File: src/rtl/decim_ctrl_if.sv
// Output stream of the decimation controller: FIFO head plus valid/ready.
interface decim_ctrl_if #(
    parameter int DW = 10
);
    logic [DW-1:0] dout;
    logic          dout_valid;
    logic          dout_ready;

    modport master (
        output dout,
        output dout_valid,
        input  dout_ready
    );

    modport slave (
        input  dout,
        input  dout_valid,
        output dout_ready
    );
endinterface

File: src/rtl/decim_ctrl.sv
// Receive-path decimator sequencer: captures one din word every N cycles
// into a small FWFT FIFO, with run/drain sequencing and ratio hand-over.
module decim_ctrl #(
    parameter int DW            = 10,
    parameter int RW            = 8,
    parameter int DEPTH         = 4,
    parameter int DEFAULT_RATIO = 11
) (
    input  logic                   clk,
    input  logic                   rstn,
    input  logic                   en,
    input  logic                   cfg_wr,
    input  logic [RW-1:0]          cfg_ratio,
    output logic                   cfg_ack,
    output logic                   cfg_err,
    input  logic [DW-1:0]          din,
    decim_ctrl_if.master           strm,
    output logic                   sample_stb,
    output logic                   busy,
    output logic                   ovf,
    output logic [$clog2(DEPTH):0] level
);
    localparam int AW = $clog2(DEPTH);
    localparam int LW = AW + 1;

    typedef enum logic [1:0] {IDLE, RUN, DRAIN} state_t;

    state_t          state, state_d;
    logic [RW-1:0]   count, count_d;
    logic [RW-1:0]   n_act, pending;
    logic            pend_v;
    logic [DW-1:0]   mem [DEPTH];
    logic [AW-1:0]   wp, rp, rp_d;
    logic [LW-1:0]   level_d;
    logic            capture, apply, pop, push, full;

    always_comb begin
        state_d = state;
        count_d = count;
        capture = 1'b0;
        apply   = 1'b0;
        unique case (state)
            IDLE: begin
                count_d = '0;
                apply   = pend_v;
                if (en) state_d = RUN;
            end
            RUN: begin
                if (!en) begin
                    state_d = DRAIN;
                end else if (count == n_act - RW'(1)) begin
                    capture = 1'b1;
                    count_d = '0;
                    apply   = pend_v;
                end else begin
                    count_d = count + RW'(1);
                end
            end
            DRAIN: begin
                count_d = '0;
                apply   = pend_v;
                if (level == '0) state_d = IDLE;
            end
            default: state_d = IDLE;
        endcase
    end

    // A capture into a full FIFO still lands if the head leaves this edge.
    assign pop     = strm.dout_valid && strm.dout_ready;
    assign full    = (level == LW'(DEPTH));
    assign push    = capture && (!full || pop);
    assign level_d = level + LW'(push) - LW'(pop);
    assign rp_d    = rp + AW'(pop);

    always_ff @(posedge clk or negedge rstn) begin
        if (!rstn) begin
            state           <= IDLE;
            count           <= '0;
            n_act           <= RW'(DEFAULT_RATIO);
            pending         <= '0;
            pend_v          <= 1'b0;
            cfg_ack         <= 1'b0;
            cfg_err         <= 1'b0;
            sample_stb      <= 1'b0;
            busy            <= 1'b0;
            ovf             <= 1'b0;
            wp              <= '0;
            rp              <= '0;
            level           <= '0;
            strm.dout       <= '0;
            strm.dout_valid <= 1'b0;
        end else begin
            state      <= state_d;
            count      <= count_d;
            cfg_ack    <= apply;
            cfg_err    <= cfg_wr && (cfg_ratio == '0);
            sample_stb <= capture;
            busy       <= (state_d != IDLE);
            if (apply) n_act <= pending;
            // A write on the apply edge becomes the next pending value.
            if (cfg_wr && (cfg_ratio != '0)) begin
                pending <= cfg_ratio;
                pend_v  <= 1'b1;
            end else if (apply) begin
                pend_v  <= 1'b0;
            end
            if (state == IDLE && state_d == RUN) ovf <= 1'b0;
            else if (capture && !push)           ovf <= 1'b1;
            if (push) wp <= wp + AW'(1);
            rp              <= rp_d;
            level           <= level_d;
            strm.dout_valid <= (level_d != '0);
            if (push || (pop && level_d != '0))
                strm.dout <= (push && wp == rp_d) ? din : mem[rp_d];
        end
    end

    always_ff @(posedge clk) begin
        if (push) mem[wp] <= din;
    end
endmodule

File: src/flat_wrapper.sv
// flat-port wrapper written by rule: the top's interface ports become plain ports
module decim_ctrl_flat 
#(
    parameter int DW            = 10,
    parameter int RW            = 8,
    parameter int DEPTH         = 4,
    parameter int DEFAULT_RATIO = 11
)
  (clk, rstn, en, cfg_wr, cfg_ratio, cfg_ack, cfg_err, din, sample_stb, busy, ovf, level, strm_dout, strm_dout_valid, strm_dout_ready);
  decim_ctrl_if #(.DW(DW)) strm_i ();
  input  logic clk;
  input  logic rstn;
  input  logic en;
  input  logic cfg_wr;
  input  logic [RW-1:0] cfg_ratio;
  output logic cfg_ack;
  output logic cfg_err;
  input  logic [DW-1:0] din;
  output logic sample_stb;
  output logic busy;
  output logic ovf;
  output logic [$clog2(DEPTH):0] level;
  output wire logic [$bits(strm_i.dout)-1:0] strm_dout;
  output wire logic [$bits(strm_i.dout_valid)-1:0] strm_dout_valid;
  input wire logic [$bits(strm_i.dout_ready)-1:0] strm_dout_ready;
  assign strm_dout = strm_i.dout;
  assign strm_dout_valid = strm_i.dout_valid;
  assign strm_i.dout_ready = strm_dout_ready;
  decim_ctrl #(.DW(DW), .RW(RW), .DEPTH(DEPTH), .DEFAULT_RATIO(DEFAULT_RATIO)) u_core (.clk(clk), .rstn(rstn), .en(en), .cfg_wr(cfg_wr), .cfg_ratio(cfg_ratio), .cfg_ack(cfg_ack), .cfg_err(cfg_err), .din(din), .strm(strm_i), .sample_stb(sample_stb), .busy(busy), .ovf(ovf), .level(level));
endmodule
File: config.mk
export PLATFORM = sky130hd
export DESIGN_NAME = decim_ctrl_flat
export DESIGN_NICKNAME = d
export VERILOG_FILES = /design/src/rtl/decim_ctrl_if.sv /design/src/rtl/decim_ctrl.sv /design/src/flat_wrapper.sv
export SDC_FILE = /design/constraint.sdc
export NUM_CORES = 1
export LEC_CHECK = 0
export BUFFER_PORTS_ARGS = -buffer_cell sky130_fd_sc_hd__buf_2
export CELL_PAD_IN_SITES_DETAIL_PLACEMENT = 0
export CELL_PAD_IN_SITES_GLOBAL_PLACEMENT = 2
export CORE_ASPECT_RATIO = 1.5
export CORE_MARGIN = 2
export CORE_UTILIZATION = 35
export DETAILED_ROUTE_END_ITERATION = 8
export PLACE_DENSITY = 0.69
export SLEW_MARGIN = 20
export SYNTH_ARGS = -nofsm -noshare
export SYNTH_HDL_FRONTEND = slang
export SYNTH_SLANG_ARGS = --single-unit
File: constraint.sdc
create_clock -name clk -period 12 [get_ports clk]
set_clock_uncertainty 0.1 [all_clocks]
set_input_delay 2.4 -clock clk [delete_from_list [all_inputs] [get_ports clk]]
set_output_delay 2.4 -clock clk [all_outputs]
set_load 0.005 [all_outputs]
* Yosys cells after proc, flatten, opt, wreduce, memory -nomap -nowiden
Memories as Yosys holds them, arrays and structs flattened. A register that Yosys moved wholly into a read port is not among the register bits.
Cells that the tools add are included.
** Operators by class
- Reduce and logical (&&, ||, !) cells :: 23
- Eq/ne operators :: 6
- Muxes and demuxes :: 19
- Add/sub/neg operators :: 6
** Operators by type and width (number)
- $mux 8 :: 2
- $pmux 8 s2 :: 1
- $mux 1 :: 11
- $add 8x1->8 const B :: 1
- $eq 8x8->1 :: 1
- $logic_not 8->1 :: 1
- $reduce_bool 2->1 :: 4
- $reduce_bool 8->1 :: 1
- $sub 8x1->8 const B :: 1
- $logic_and 1x1->1 :: 7
- $mux 2 :: 3
- $pmux 2 s3 :: 1
- $eq 2x1->1 const B :: 2
- $add 3x1->3 :: 1
- $eq 3x3->1 const B :: 1
- $logic_not 1->1 :: 3
- $logic_not 3->1 :: 1
- $reduce_bool 3->1 :: 1
- $sub 3x1->3 :: 1
- $add 2x1->2 :: 1
- $add 2x1->2 const B :: 1
- $eq 2x2->1 const B :: 1
- $logic_not 2->1 :: 1
- $logic_or 1x1->1 :: 2
- other kinds (4) :: 4
** Storage, ports and cells
- Memories :: 1
- Logic and storage cells :: 69
- Bits in registers :: 40
- Input bits :: 23
- Bits in writable memories :: 40
- Output and inout port bits :: 19
** Memory list
- u_core.mem :: depth 4, bits a word 10, read ports 1, clocked after Yosys merged registers in 1, write ports 1, RTL line decim_ctrl.sv:32 : logic [DW-1:0] mem [DEPTH];

* Longest topological paths before layout
- Depth after elaboration :: 11
- Depth in mapped cells :: 20
- Mapped depth without buffers :: 16

* Worst setup path after synthesis
Ideal clock, no wire load.
- Path kind :: input-to-reg
- Start :: input port en
- End :: register u_core.strm.dout[0] (read register of u_core.mem)
- Buffers on the path :: 2
- Path slack :: 6.792 ns
- Data required time :: 11.773 ns
- Setup time :: 0.127 ns
- Cell stages on the path :: 14
- Data arrival time :: 4.981 ns
- Path through :: nand2b_1 clkinv_1 nand4_4 buf_6 inv_1 ha_1 fa_1 xor2_1 xnor2_1 or3_1 and2_1 buf_1 mux2i_1 mux2i_1
** On the way
- Word-level cells in the longest chain between the ends :: 8
** Ends and longest elaborated chain
- from (decl) :: RTL line flat_wrapper.sv:13 : input logic en;
- $mux 1 :: RTL line decim_ctrl.sv:49 : if (!en) begin
- $mux 1 :: RTL line decim_ctrl.sv:42 : unique case (state)
- $logic_and 1x1->1 :: RTL line decim_ctrl.sv:71 : assign push = capture && (!full || pop);
- named net u_core.push :: RTL line decim_ctrl.sv:35 : logic capture, apply, pop, push, full;
- $add 3x1->3 :: RTL line decim_ctrl.sv:72 : assign level_d = level + LW'(push) - LW'(pop);
- $sub 3x1->3 :: RTL line decim_ctrl.sv:72
- named net u_core.level_d[2] :: RTL line decim_ctrl.sv:34 : logic [LW-1:0] level_d;
- $reduce_bool 3->1 :: RTL line decim_ctrl.sv:113 : if (push || (pop && level_d != '0))
- $logic_and 1x1->1 :: RTL line decim_ctrl.sv:113
- $logic_or 1x1->1 :: RTL line decim_ctrl.sv:113
- to (decl) :: RTL line decim_ctrl_if.sv:10 : output dout,
The timed path passes the listed nets, and every way through them passes these cells.
A chain may end at the register's enable or synchronous reset.

* Final worst setup path
- Start :: input port en
- End :: register u_core.strm.dout[9] (read register of u_core.mem)
Same word-level chain as after synthesis.

==> key figures <==
Place
  – Number of I/O port buffers: 41
  – GPL Wtd Cong: 0.728
  – Pre-CTS setup slack: 5.46 ns
  – Detailed placement HPWL: 6610 um

Clocking
  – CTS Root Buffer Type: clkbuf_16
  – CTS tree: built
  – Post-CTS Resized: 0
  – Setup bufs post-CTS: 0
  – Htree depth: 3
  – Clock sink count: 90
  – CTS Buf Count: 9
  – Worst-Skew Late Latency: 0.34 ns
  – Clk slew on worst S/H paths: 0.06 ns
  – Hold-fix buffers, CTS: 0
  – Clock Tree Buf Depth: 2

Setup path
  – CP cell instances: buf_2 > nand2b_1 > clkinv_1 > nand4_4 > inv_1 > ha_1 > fa_1 > xor2_1 > xnor2_1 > or3_1 > and2_1 > mux2i_1 > mux2i_1
  – Crit-path max FO: 27
  – Crit path buf inv count: 3
  – Setup crit start kind: input pin
  – Worst path most repeated cell: mux2i_1
  – Crit path from: en
  – WP data arrival: 6.26 ns
  – Worst reg2reg startpoint: u_core.n_act[0]
  – Setup Crit Path Kind: in -> reg
  – Slowest cell on crit path: clkinv_1
  – Crit path required time: 12.11 ns
  – CP endpoint kind: register
  – CP max stage delay: 0.74 ns
  – Family with the most delay on the worst path: simple AND/OR/NAND/NOR gates

STA
  – Setup TNS Final: 0 ns
  – Rel. slew slack: 28.3%
  – Final worst path period need: 6.15 ns
  – Setup WS post-layout: 5.85 ns
  – Final Hold Viols: 0
  – Final setup vio count: 0
  – RSZ-0062 raised after global routing: no
  – Crit share post-route: 51.2%
  – Worst hold margin: 0.386 ns
  – Max frequency: 163 MHz
  – Worst Tran Pin Value: between 1 and 1.5 ns
  – Slew Limit Fails: 0

Floorplanning
  – Die W: between 90 and 100 um
  – I/O pin cnt: 42
  – Initial Util: 35.5%
  – Die area: 13400 sq um
  – FP Rows: 50
  – Core ar.: 12300 sq um
  – DIE HEIGHT: 141 um

Synthesis
  – Share of the synthesized area in the top cell type: 27.5%
  – Post-synth EDFFs: 40
  – Most frequent cells after synthesis: dfrtp_1, nand2_1, edfxtp_1
  – Top_reg_cell synth: dfrtp_1
  – FF+latch count, synth: 90
  – Synth Area per Inst: 12.5 sq um
  – Netlist Area Pre-Place: 4370 sq um
  – Top-count cell post-synth: dfrtp_1
  – Leading area contributor after synthesis: edfxtp_1
  – Asr flop ratio synth: 55.6%
  – Mapped Cells: 349
  – Syn_nets: 382
  – Synth Warn #: 0
  – Yosys cell types: 52
  – Sequential area share after synthesis: 56.2%
  – Top post-synthesis cells by area: edfxtp_1, dfrtp_1, mux2i_1

Cells and area
  – Layout cells sized above 1: 20.7%
  – Filler cell count: between 1000 and 1500
  – Final nets: 419
  – Diode count: 0
  – Final core occ: between 40% and 50%
  – Area Growth Syn to Fin: 14.3%

Drt
  – Final WL: 9310 um
  – DRT iter0 DRCs: 142
  – Initial DRT Pass Iterations: 4
  – Vias per inst: ~5.1
  – DRC viols: 0
  – Wire length per cell: 17.0 um
  – ANT nets after route: 0
  – Vias: 2787

Global routing
  – GR peak layer: met2
  – GRT Total Usage: 15.1%
  – Global-route wire length before repair: 15100 um
  – GR Util met2: between 20% and 30%
  – Largest net degree at the start of global routing: 51
  – Vias in the first global route: 2808
  – Met3 Resource Use GR: 3.21%
  – Congestion Overflow GR: 0
  – Initial antenna violation count: 0
  – GR Util met1: between 10% and 20%

Power and ir drop
  – Pleak: around 0.0021 uW
  – Worst vdd ir: 0.106 mV
  – Power Dens Cells: about 220 nW/um^2

Run status
  – Status: complete, no violations

Worst hold path
  – Hold crit path type: reg -> reg
  – HP Start: u_core.state[1]

Flow run
  – Max_cap viols: 0
[final timing paths]
check | endpoint | depth (start not counted) | slack (ns)
setup reg to reg | u_core.strm.dout[9] | 15 | 7.17
setup / recovery | u_core.strm.dout[9] | 13 | 5.85
hold / removal | u_core.state[1] | 1 | 0.39
min in group asynchronous | u_core.busy | 2 | 2.09
max in group asynchronous | u_core.strm.dout[3] | 2 | 9.25
hold reg to reg | u_core.state[1] | 1 | 0.39
[cell families (layout without fill, tap and decap cells)]
group / count (synthesis) / after routing / synth area share (%)
muxes: 48 / 48 / 13.9
xor gates and xnor gates: 14 / 14 / 2.80
DFF: 90 / 90 / 56.2
buffers and inverters: 36 / 78 / 3.66
AOI/OAI and AO/OA: 43 / 43 / 7.27
and+or+nand+nor: 108 / 108 / 13.2
adders and majority gates: 10 / 10 / 3.03
[layout by cell type (no fill, tap or decap), drive strengths merged, types with 10 or more instances in the layout]
master | Yosys | routed
buf | 6 | 44
clkbuf | 12 | 10
dfrtp | 47 | 47
edfxtp | 40 | 40
inv | 17 | 19
mux2i | 36 | 36
mux4 | 10 | 10
nand2 | 46 | 46
nor2 | 10 | 10
o21ai | 10 | 10
[stage by stage]
step / total power (uW) / cell area [sq um] / std cells
4_1_cts: 1130 / 5000 / 547
3_3_place_gp: 838 / 4700 / 531
5_1_grt: 1190 / 5000 / 547
6_report: 1110 / 5000 / 547
2_1_floorplan: 735 / 4370 / 349
3_5_place_dp: 847 / 4700 / 531
[layer usage]
metal,part of all wire [%],vias to the layer above
met4,2.0,0
met1,42,1376
met2,54,47
met3,2.7,14
li1,-,1350
met5,0,-
[worst register-to-register path: cells and delay by family (launching register included)]
kind,cells,cell delay [ns]
buf+inv,3,0.60
fa+ha+maj,3,0.91
simple gates,5,1.68
compound gates,2,0.47
mux,2,0.35
flops,1,0.60
[registers in the layout, indices dropped and copies added (netlist names)]
name / cells
u_core.state: 2
u_core.strm.dout_valid: 1
u_core.count: 8
u_core.level: 3
u_core.pending: 8
u_core.cfg_ack: 1
u_core.busy: 1
u_core.wp: 2
u_core.rp: 2
u_core.ovf: 1
u_core.mem: 40
u_core.strm.dout: 10
u_core.n_act: 8
u_core.sample_stb: 1
u_core.cfg_err: 1
u_core.pend_v: 1
[area by class of cell]
cell class              count  area, sq um  area share, %
clock inverters             6         65.1           1.30
repair buffers             44          228           4.55
multi-input cells         223         1760           35.2
inverters                  18         67.6           1.35
flip-flops and latches     90         2460           49.1
clock buffers              10          229           4.58
well taps                 156          195           3.90
[report_power, final]
part / internal [uW] / switching, uW
logic: 189 / 197
registers: 380 / 65.4
clock network: 162 / 117
total: 731 / 379
Power figures use the tool's default switching activity.
